`src/rtl/pa_dtu_cdc_pkg.sv`:
```
`default_nettype none
// ============================================================================
//  Module      : pa_dtu_cdc_pkg
//  Description : Shared types, default parameter constants and helpers for
//                the DTU CDC event scheduler.
//  Revision    : 1.0 - initial release
// ============================================================================
package pa_dtu_cdc_pkg;

    localparam int DEF_NUM_REQ     = 4;
    localparam int DEF_ID_W        = 2;
    localparam int DEF_TIMEOUT_CYC = 64;

    // Scheduler FSM encoding
    typedef enum logic [1:0] {
        ST_IDLE = 2'd0,
        ST_SEND = 2'd1,
        ST_WAIT = 2'd2
    } sched_state_t;

    // Index reached by stepping 'off' places past 'base' in a ring of size n
    function automatic int rr_wrap(input int base, input int off, input int n);
        return (base + off) % n;
    endfunction

endpackage
`default_nettype wire

```
`src/rtl/pa_dtu_rr_arb.sv`:
```
`default_nettype none
// ============================================================================
//  Module      : pa_dtu_rr_arb
//  Description : Combinational round-robin arbiter. The search starts one
//                place after the last granted index and wraps to zero.
//                Returns a one-hot grant, its encoded index and a valid flag.
//  Revision    : 1.0 - initial release
// ============================================================================
module pa_dtu_rr_arb
    import pa_dtu_cdc_pkg::*;
#(
    parameter int NUM_REQ = DEF_NUM_REQ,
    parameter int ID_W    = DEF_ID_W
) (
    input  logic [NUM_REQ-1:0] pend,
    input  logic [ID_W-1:0]    last_ptr,
    output logic [NUM_REQ-1:0] grant,
    output logic [ID_W-1:0]    grant_idx,
    output logic               grant_vld
);

    logic [ID_W-1:0] cand;

    // Walk the ring from last_ptr+1; the first pending index wins
    always_comb begin
        grant     = '0;
        grant_idx = '0;
        grant_vld = 1'b0;
        cand      = '0;
        for (int off = 1; off <= NUM_REQ; off++) begin
            cand = ID_W'(rr_wrap(int'(last_ptr), off, NUM_REQ));
            if (!grant_vld && pend[cand]) begin
                grant[cand] = 1'b1;
                grant_idx   = cand;
                grant_vld   = 1'b1;
            end
        end
    end

endmodule
`default_nettype wire

```
`src/rtl/pa_dtu_cdc_evt_sched.sv`:
```
`default_nettype none
// ============================================================================
//  Module      : pa_dtu_cdc_evt_sched
//  Description : Queues single-cycle events from NUM_REQ source requesters
//                and serialises them, round-robin, onto one pulse-crossing
//                channel. One pulse is in flight at a time; the channel's
//                chan_done strobe releases the scheduler for the next event.
//                Config macro: PA_DTU_CDC_SCHED_TIMEOUT_EN enables the WAIT
//                watchdog (TIMEOUT_CYC) and the sticky timeout_err flag.
//  Revision    : 1.0 - initial release
// ============================================================================
module pa_dtu_cdc_evt_sched
    import pa_dtu_cdc_pkg::*;
#(
    parameter int NUM_REQ     = DEF_NUM_REQ,
    parameter int ID_W        = DEF_ID_W,
    parameter int TIMEOUT_CYC = DEF_TIMEOUT_CYC
) (
    input  logic               src_clk,
    input  logic               src_rst_b,
    input  logic [NUM_REQ-1:0] req,
    input  logic               chan_done,
    input  logic               ovf_clr,
    output logic               chan_pulse,
    output logic [ID_W-1:0]    chan_id,
    output logic [NUM_REQ-1:0] pend,
    output logic               busy,
    output logic [NUM_REQ-1:0] ovf,
    output logic               timeout_err
);

    sched_state_t       state;
    sched_state_t       state_nxt;

    logic [NUM_REQ-1:0] pend_nxt;
    logic [NUM_REQ-1:0] ovf_nxt;
    logic [NUM_REQ-1:0] clr_mask;
    logic [ID_W-1:0]    chan_id_nxt;
    logic [ID_W-1:0]    last_ptr;
    logic [ID_W-1:0]    last_ptr_nxt;

    logic [NUM_REQ-1:0] grant;
    logic [ID_W-1:0]    grant_idx;
    logic               grant_vld;
    logic               timeout_hit;

    pa_dtu_rr_arb #(
        .NUM_REQ (NUM_REQ),
        .ID_W    (ID_W)
    ) u_rr_arb (
        .pend      (pend),
        .last_ptr  (last_ptr),
        .grant     (grant),
        .grant_idx (grant_idx),
        .grant_vld (grant_vld)
    );

    // Outputs decoded purely from the registered state
    assign chan_pulse = (state == ST_SEND);
    assign busy       = (state == ST_SEND) || (state == ST_WAIT);

    // Next-state logic: grant in IDLE, one-cycle SEND, WAIT for the channel
    always_comb begin
        state_nxt    = state;
        chan_id_nxt  = chan_id;
        last_ptr_nxt = last_ptr;
        clr_mask     = '0;
        case (state)
            ST_IDLE: begin
                if (grant_vld) begin
                    clr_mask     = grant;
                    chan_id_nxt  = grant_idx;
                    last_ptr_nxt = grant_idx;
                    state_nxt    = ST_SEND;
                end
            end
            ST_SEND: begin
                state_nxt = ST_WAIT;
            end
            ST_WAIT: begin
                if (chan_done || timeout_hit) begin
                    state_nxt = ST_IDLE;
                end
            end
            default: begin
                state_nxt = ST_IDLE;
            end
        endcase
    end

    // Pending/overflow update: a new request beats a same-cycle grant clear,
    // and a new drop beats a same-cycle ovf_clr
    always_comb begin
        pend_nxt = (pend & ~clr_mask) | req;
        ovf_nxt  = (ovf_clr ? '0 : ovf) | (req & pend & ~clr_mask);
    end

    // FSM state register
    always_ff @(posedge src_clk or negedge src_rst_b) begin
        if (!src_rst_b) begin
            state <= ST_IDLE;
        end else begin
            state <= state_nxt;
        end
    end

    // Queue, flag, channel-id and round-robin pointer registers
    always_ff @(posedge src_clk or negedge src_rst_b) begin
        if (!src_rst_b) begin
            pend     <= '0;
            ovf      <= '0;
            chan_id  <= '0;
            last_ptr <= ID_W'(NUM_REQ - 1);
        end else begin
            pend     <= pend_nxt;
            ovf      <= ovf_nxt;
            chan_id  <= chan_id_nxt;
            last_ptr <= last_ptr_nxt;
        end
    end

`ifdef PA_DTU_CDC_SCHED_TIMEOUT_EN
    localparam int TMO_W = (TIMEOUT_CYC > 1) ? $clog2(TIMEOUT_CYC) : 1;

    logic [TMO_W-1:0] tmo_cnt;
    logic             timeout_q;

    assign timeout_hit = (state == ST_WAIT) && !chan_done &&
                         (tmo_cnt == TMO_W'(TIMEOUT_CYC - 1));
    assign timeout_err = timeout_q;

    // Watchdog: counts WAIT cycles from 0, flag is sticky until reset
    always_ff @(posedge src_clk or negedge src_rst_b) begin
        if (!src_rst_b) begin
            tmo_cnt   <= '0;
            timeout_q <= 1'b0;
        end else begin
            if ((state == ST_WAIT) && !chan_done && !timeout_hit) begin
                tmo_cnt <= tmo_cnt + 1'b1;
            end else begin
                tmo_cnt <= '0;
            end
            if (timeout_hit) begin
                timeout_q <= 1'b1;
            end
        end
    end
`else
    logic unused_tmo_cfg;

    assign unused_tmo_cfg = (TIMEOUT_CYC > 0);
    assign timeout_hit    = 1'b0;
    assign timeout_err    = 1'b0;
`endif

endmodule
`default_nettype wire

```
`config.mk`:
```
export PLATFORM = sky130hd
export DESIGN_NAME = pa_dtu_cdc_evt_sched
export DESIGN_NICKNAME = d
export VERILOG_FILES = /design/src/rtl/pa_dtu_cdc_pkg.sv /design/src/rtl/pa_dtu_rr_arb.sv /design/src/rtl/pa_dtu_cdc_evt_sched.sv
export SDC_FILE = /design/constraint.sdc
export NUM_CORES = 1
export LEC_CHECK = 0
export CORE_ASPECT_RATIO = 0.6
export CORE_MARGIN = 10
export CORE_UTILIZATION = 40
export DETAILED_ROUTE_END_ITERATION = 8
export SYNTH_ARGS = -nofsm -noshare
export SYNTH_HDL_FRONTEND = slang
export SYNTH_SLANG_ARGS = --single-unit
```
`constraint.sdc`:
```
create_clock -name src_clk -period 4.4 [get_ports src_clk]
set_clock_uncertainty 0.15 [all_clocks]
set_input_delay 0.88 -clock src_clk [delete_from_list [all_inputs] [get_ports src_clk]]
set_output_delay 0.88 -clock src_clk [all_outputs]
set_load 0.005 [all_outputs]
```
==> flow_summary_export.csv, run 1 <==
group,metric,value,unit
route,firstDrtPassIters,4,
clock_network,root_buffer,"clkbuf_8",
layout,multiInputGateArea,790.8,um2
timing,timing.setup.tns,0,ns
layout,fill_cells,265,
hold_path,holdCritPathClass,"flop to flop",
layout,areaGrowthSynthToFinish,18.91,%
logic_synthesis,synth-async-reset-ratio,1.000,
critical_path,r2r-start,"last_ptr[0]",
hold_path,holdPathEnd,"chan_id[0]",
floorplan,start_util,0.4254,
timing,worst_slew_pin_slew,0.6786,ns
floorplan,ioPinCount,21,
route,viasPerCell,5.719,
floorplan,num_rows,15,
critical_path,critPathLaunchType,"flop",
critical_path,worst-setup-path-type,"flop to flop",
clock_network,htree_levels,1,
logic_synthesis,synth_area,1237,um2
logic_synthesis,synth_warnings,0,
clock_network,cts_resized,0,
critical_path,r2r-end,"pend[0]",
timing,slew_headroom,0.5462,
layout,drive_above_1_share,0.1329,
power_and_ir_drop,total_power,1.058,mW
logic_synthesis,synth_flop_cell,"dfrtp_1",
clock_network,post_cts_buffers,0,
route,vias,1058,
critical_path,cp.arrival,3.15,ns
clock_network,cts_tree,"built",
layout,final_util,0.5058,
layout,ff_latch_area,352.8,um2
critical_path,end_kind,"flop",
critical_path,r2r_slack,1.24,ns
clock_network,clock_latency,0.25,ns
route,drt_iter0_markers,132,
floorplan,die_area,5792,um2
logic_synthesis,syn_inst,129,
floorplan,core_area,2909,um2
logic_synthesis,synth-seq-cells,14,
route,wl_per_cell,18.16,um
floorplan,die_w,91.81,um
logic_synthesis,ys_types,48,
logic_synthesis,synth-edff-count,0,
global_route,grt_pass1_wl,5540,um
critical_path,worstPathRequired,4.39,ns
clock_network,cts_buffers,3,
layout,fin_nets,163,
power_and_ir_drop,power.density,718.9,nW/um2
clock_network,cts.path.max_buffers,2,
power_and_ir_drop,power.leakage,0.5855,nW
logic_synthesis,syn_area_per_cell,9.593,um2
critical_path,critPathSlowestCell,"dfstp_2",
global_route,grt_pass1_vias,1012,
global_route,gr-total-overflow,0,
timing,fin_crit_sh,0.7184,
clock_network,cts.sinks,14,
logic_synthesis,syn-num-nets,148,
timing,rsz0062_at_grt,"false",
route,ant_nets,0,
clock_network,path_clk_slew,0.06,ns
timing,final.min_clock_period,3.161,ns
route,drc,0,
critical_path,crit_path_cell_trace,"inv_2, ha_1, mux2_2, or4_4, nand2_4, a21oi_1, a311o_1",
timing,hold_viol_final,0,
critical_path,worst-path-max-fanout,19,
floorplan,die_h,63.09,um
critical_path,reg2regPathDepth,7,
timing,finalMaxSlewViolations,0,
layout,num_antenna_cells,0,
placed_design,dp_hpwl,2526,um
clock_network,cts_hold_buf,0,
global_route,grt_max_degree,20,
run_status,status,"finished clean",
logic_synthesis,ys_seq_area_frac,0.2851,
run,max_cap_violations,0,
route,wl,3359,um
power_and_ir_drop,ir_drop,334.9,uV
critical_path,slowest_delay,0.76,ns
global_route,grtUsageTotal,0.1172,
timing,setup_viol,0,
hold_path,whs_path_depth,1,
placed_design,gp_congestion,0.9711,
placed_design,portBuffers,19,
timing,fmax,0.3164,GHz
hold_path,hp-start,"chan_id[0]",
global_route,antenna_found_initial,0,
[per-stage QoR]
step           hold slack, ns  instances  setup slack (ns)  instance area [um2]
6_report               0.3482        185             1.239                 1471
5_1_grt                0.3838        185             1.116                 1471
4_1_cts                0.3533        185             1.268                 1471
3_5_place_dp           0.3317        181             1.273                 1416
3_3_place_gp           0.3143        181             1.375                 1416
2_1_floorplan          0.3200        129             1.510                 1237
[area by class of cell]
| type | instances | area share |
|---|---|---|
| multi-input combinational | 98 | 0.5374 |
| timing repair buffer | 19 | 0.1293 |
| tap | 42 | 0.03571 |
| inverter | 8 | 0.02041 |
| clock buffer | 4 | 0.03741 |
| sequential | 14 | 0.2398 |
[state kept, by name (all words and copies together) (netlist names)]
name and cells:
pend 4, last_ptr 2, state 2, ovf 4
chan_id 2
[cell families after synthesis]
family                     count (synthesis)  share of synthesized area
AOI/OAI and AO/OA                         39                     0.2528
and+or+nand+nor                           39                     0.1810
buffers and inverters                     17                    0.07583
DFF                                       14                     0.2851
adders and majority gates                 11                     0.1112
muxes                                      8                    0.09100
other                                      1                   0.003030
[cell usage after synthesis (2+ instances only)]
cell      instances  area [um2]
nand2_1          15       56.30
dfrtp_1          12       300.3
ha_1             11       137.6
inv_1             7       26.28
a21oi_1           6       30.03
o21ai_0           6       30.03
nor2b_1           5       31.28
a221oi_1          3       26.28
a22o_1            3       26.28
a311o_1           3       30.03
a31o_1            3       26.28
buf_2             3       15.01
buf_4             3       22.52
mux2_2            3       33.78
mux2i_1           3       30.03
nor2_1            3       11.26
a21o_1            2       15.01
buf_6             2       22.52
dfstp_2           2       52.55
nand2b_1          2       12.51
nor4_1            2       12.51
o31ai_1           2       15.01
o32a_1            2       20.02
or3_1             2       12.51
[report_power, final]
part | switching (mW) | total (mW) | internal, mW
combinational | 0.305 | 0.617 | 0.313
sequential | 0.117 | 0.311 | 0.193
clock | 0.0508 | 0.130 | 0.0795
[layer usage]
layer,vias up,share of wire,GRT usage
met4,0,0.015,0.04789
met2,32,0.40,0.1484
met3,5,0.060,0.02482
met5,-,0,0
li1,504,-,-
met1,517,0.53,0.1795
[critical path: cells and delay by family, from the launching register on]
kind,cells,cell delay (ns)
flops,1,0.76
simple gates,2,0.66
buf+inv,1,0.15
fa+ha+maj,1,0.53
compound gates,2,0.41
mux,1,0.39
[layout by cell type, fill, tap and decap left out, types with 2 or more instances in the layout]
| cell | count |
|---|---|
| dfstp_2 | 2 |
| clkbuf_8 | 4 |
| nor2_1 | 3 |
| o31ai_1 | 2 |
| clkdlybuf4s50_1 | 19 |
| or3_1 | 2 |
| a31o_1 | 3 |
| ha_1 | 11 |
| a21oi_1 | 6 |
| mux2_2 | 3 |
| a22o_1 | 3 |
| nand2b_1 | 2 |
| inv_1 | 7 |
| o32a_1 | 2 |
| nor2b_1 | 5 |
| a21o_1 | 2 |
| o21ai_0 | 6 |
| a311o_1 | 3 |
| nand2_1 | 15 |
| nor4_1 | 2 |
| mux2i_1 | 3 |
| a221oi_1 | 3 |
| dfrtp_1 | 12 |
[worst max-delay path by stage]
| stage | from | end | slack, ns | depth (start not counted) |
|---|---|---|---|---|
| 6_report | last_ptr[0] | pend[0] | 1.24 | 7 |
| 5_1_grt | last_ptr[0] | pend[0] | 1.12 | 7 |
| 4_1_cts | last_ptr[0] | pend[0] | 1.27 | 7 |
| 3_5_place_dp | last_ptr[0] | pend[0] | 1.27 | 7 |
| 3_3_place_gp | last_ptr[0] | pend[0] | 1.37 | 7 |
| 2_1_floorplan | last_ptr[0] | pend[0] | 1.51 | 9 |
(Power assumes the default switching activity.)
==> inputs of run 2 (changes only) <==
Settings changed: PLACE_DENSITY from default to 0.65.
Clock period 4.4 ns to 2.6 ns, I/O delays scaled along.
==> run 2 against run 1 <==
Compared with the run above:
- utilization is 2.0 points higher
- power is 78% higher
- hold slack worse by 0.014 ns
- maximum frequency is 27% higher
- global-route usage is 0.56 points higher
==> flow_summary_export.csv, run 2 (synthesized netlist as in run 1, its figures left out) <==
group,metric,value,unit
run_status,status,"finished clean",
route,drt_iter0_markers,92,
critical_path,crit_path_cell_trace,"inv_2, ha_4, mux2_4, or4_4, nand2_4, a21oi_1, a311o_1",
floorplan,ioPinCount,21,
layout,fin_nets,168,
placed_design,pre_cts_slack,0.1387,ns
floorplan,core_area,2909,um2
clock_network,htree_levels,1,
route,wl_per_cell,17.71,um
timing,worst_slack,0.1088,ns
layout,fill_cells,270,
critical_path,worstPathRequired,2.58,ns
route,wl,3364,um
timing,setup_viol,0,
clock_network,cts.sinks,14,
power_and_ir_drop,power_frac_seq,0.232,
route,vias,1069,
timing,rsz0062_at_grt,"false",
global_route,grt_pass1_vias,1103,
placed_design,dp_hpwl,2596,um
timing,finalMaxSlewViolations,0,
power_and_ir_drop,power.leakage,0.6140,nW
global_route,grt_pass1_wl,5754,um
route,ant_nets,0,
run,max_cap_violations,0,
layout,num_antenna_cells,0,
power_and_ir_drop,power.density,1233,nW/um2
power_and_ir_drop,internal-power,1.062,mW
layout,areaGrowthSynthToFinish,23.66,%
power_and_ir_drop,p_sw_frac,0.4370,
layout,ff_latch_area,352.8,um2
timing,final.min_clock_period,2.491,ns
floorplan,die_area,5792,um2
power_and_ir_drop,combPwrFrac,0.652,
floorplan,start_util,0.4254,
global_route,grtUsageTotal,0.1228,
critical_path,critPathSlowestCell,"dfstp_2",
route,firstDrtPassIters,4,
timing,worst_slew_pin_slew,0.6726,ns
timing,whs,0.3347,ns
layout,final_common_cell,"clkdlybuf4s50_1",
clock_network,post_cts_buffers,0,
power_and_ir_drop,clock_power_share,0.115,
floorplan,num_rows,15,
critical_path,cp.arrival,2.47,ns
global_route,grt_max_degree,19,
layout,layout_common_cells,"19 x clkdlybuf4s50_1, 15 x nand2_1, 12 x dfrtp_1",
clock_network,cts_tree,"built",
global_route,antenna_found_initial,0,
placed_design,gp_congestion,0.9330,
layout,drive_above_1_share,0.1757,
layout,largestRegisters,"ovf: 4 flops, pend: 4 flops",
layout,final_util,0.5260,
timing,timing.setup.tns,0,ns
global_route,gr-total-overflow,0,
route,drc,0,
timing,slew_headroom,0.5502,
clock_network,root_buffer,"clkbuf_8",
critical_path,slowest_delay,0.54,ns
critical_path,end_kind,"flop",
power_and_ir_drop,switchingPower,0.8246,mW
power_and_ir_drop,ir_drop,664.1,uV
floorplan,die_h,63.09,um
timing,fmax,0.4014,GHz
hold_path,holdCritPathClass,"flop to flop",
critical_path,worst-setup-path-type,"flop to flop",
power_and_ir_drop,total_power,1.887,mW
clock_network,cts_buffers,3,
clock_network,path_clk_slew,0.06,ns
timing,hold_viol_final,0,
clock_network,clock_latency,0.25,ns
timing,fin_crit_sh,0.9582,
layout,multiInputGateArea,807.0,um2
clock_network,cts.path.max_buffers,2,
route,viasPerCell,5.626,
placed_design,portBuffers,19,
floorplan,die_w,91.81,um
critical_path,worst-path-max-fanout,6,
critical_path,critPathLaunchType,"flop",
## run 2: worst paths after layout
path | start | slack (ns) | endpoint | cells past startpoint
min in group asynchronous | src_rst_b | 0.53 | ovf[2] | 1
worst max register to register | last_ptr[1] | 0.11 | pend[0] | 7
worst max-delay path | last_ptr[1] | 0.11 | pend[0] | 7
max in group asynchronous | src_rst_b | 1.34 | state[0] | 1
worst min-delay path | chan_id[0] | 0.33 | chan_id[0] | 1
worst min register to register | chan_id[0] | 0.33 | chan_id[0] | 1
## run 2: area by class of cell
| cell class | instances | share of cell area |
|---|---|---|
| Clock buffer | 4 | 0.03598 |
| Inverter | 8 | 0.02289 |
| Multi-Input combinational cell | 98 | 0.5274 |
| Sequential cell | 14 | 0.2306 |
| Tap cell | 42 | 0.03434 |
| Timing Repair Buffer | 24 | 0.1488 |
## run 2: timing repair
action                     4_1_cts  5_1_grt
hold buffers                     0        0
setup endpoints to repair        0        1
resized for setup                0        1
## run 2: per-layer routing
metal	global-route usage	wire length, um	up-vias	share of wire
met3	0.03901	236	5	0.070
li1	-	-	508	-
met2	0.1846	1483	40	0.44
met1	0.1611	1607	516	0.48
met4	0.04215	36	0	0.011
met5	0	0	-	0
## run 2: worst max-delay path, delay by kind of cell (launching register included)
family,cells,cell delay [ns]
muxes,1,0.29
and+or+nand+nor,2,0.64
DFF,1,0.54
buffers and inverters,1,0.08
adders and majority gates,1,0.28
AOI/OAI and AO/OA,2,0.39
## run 2: power by group through the flow
| stage | Clock (mW) | Sequential (mW) | Combinational (mW) |
|---|---|---|---|
| after floorplan | 0 | 0.411 | 0.849 |
| after global placement | 0 | 0.432 | 1.19 |
| after detailed placement | 0 | 0.440 | 1.22 |
| after CTS | 0.227 | 0.437 | 1.23 |
| after global routing | 0.241 | 0.456 | 1.36 |
| final | 0.218 | 0.438 | 1.23 |
## run 2: stage by stage
stage / instances / area, um2
floorplan: 129 / 1269
global placement: 186 / 1475
detailed placement: 186 / 1475
CTS: 190 / 1530
global route: 190 / 1530
finish: 190 / 1530
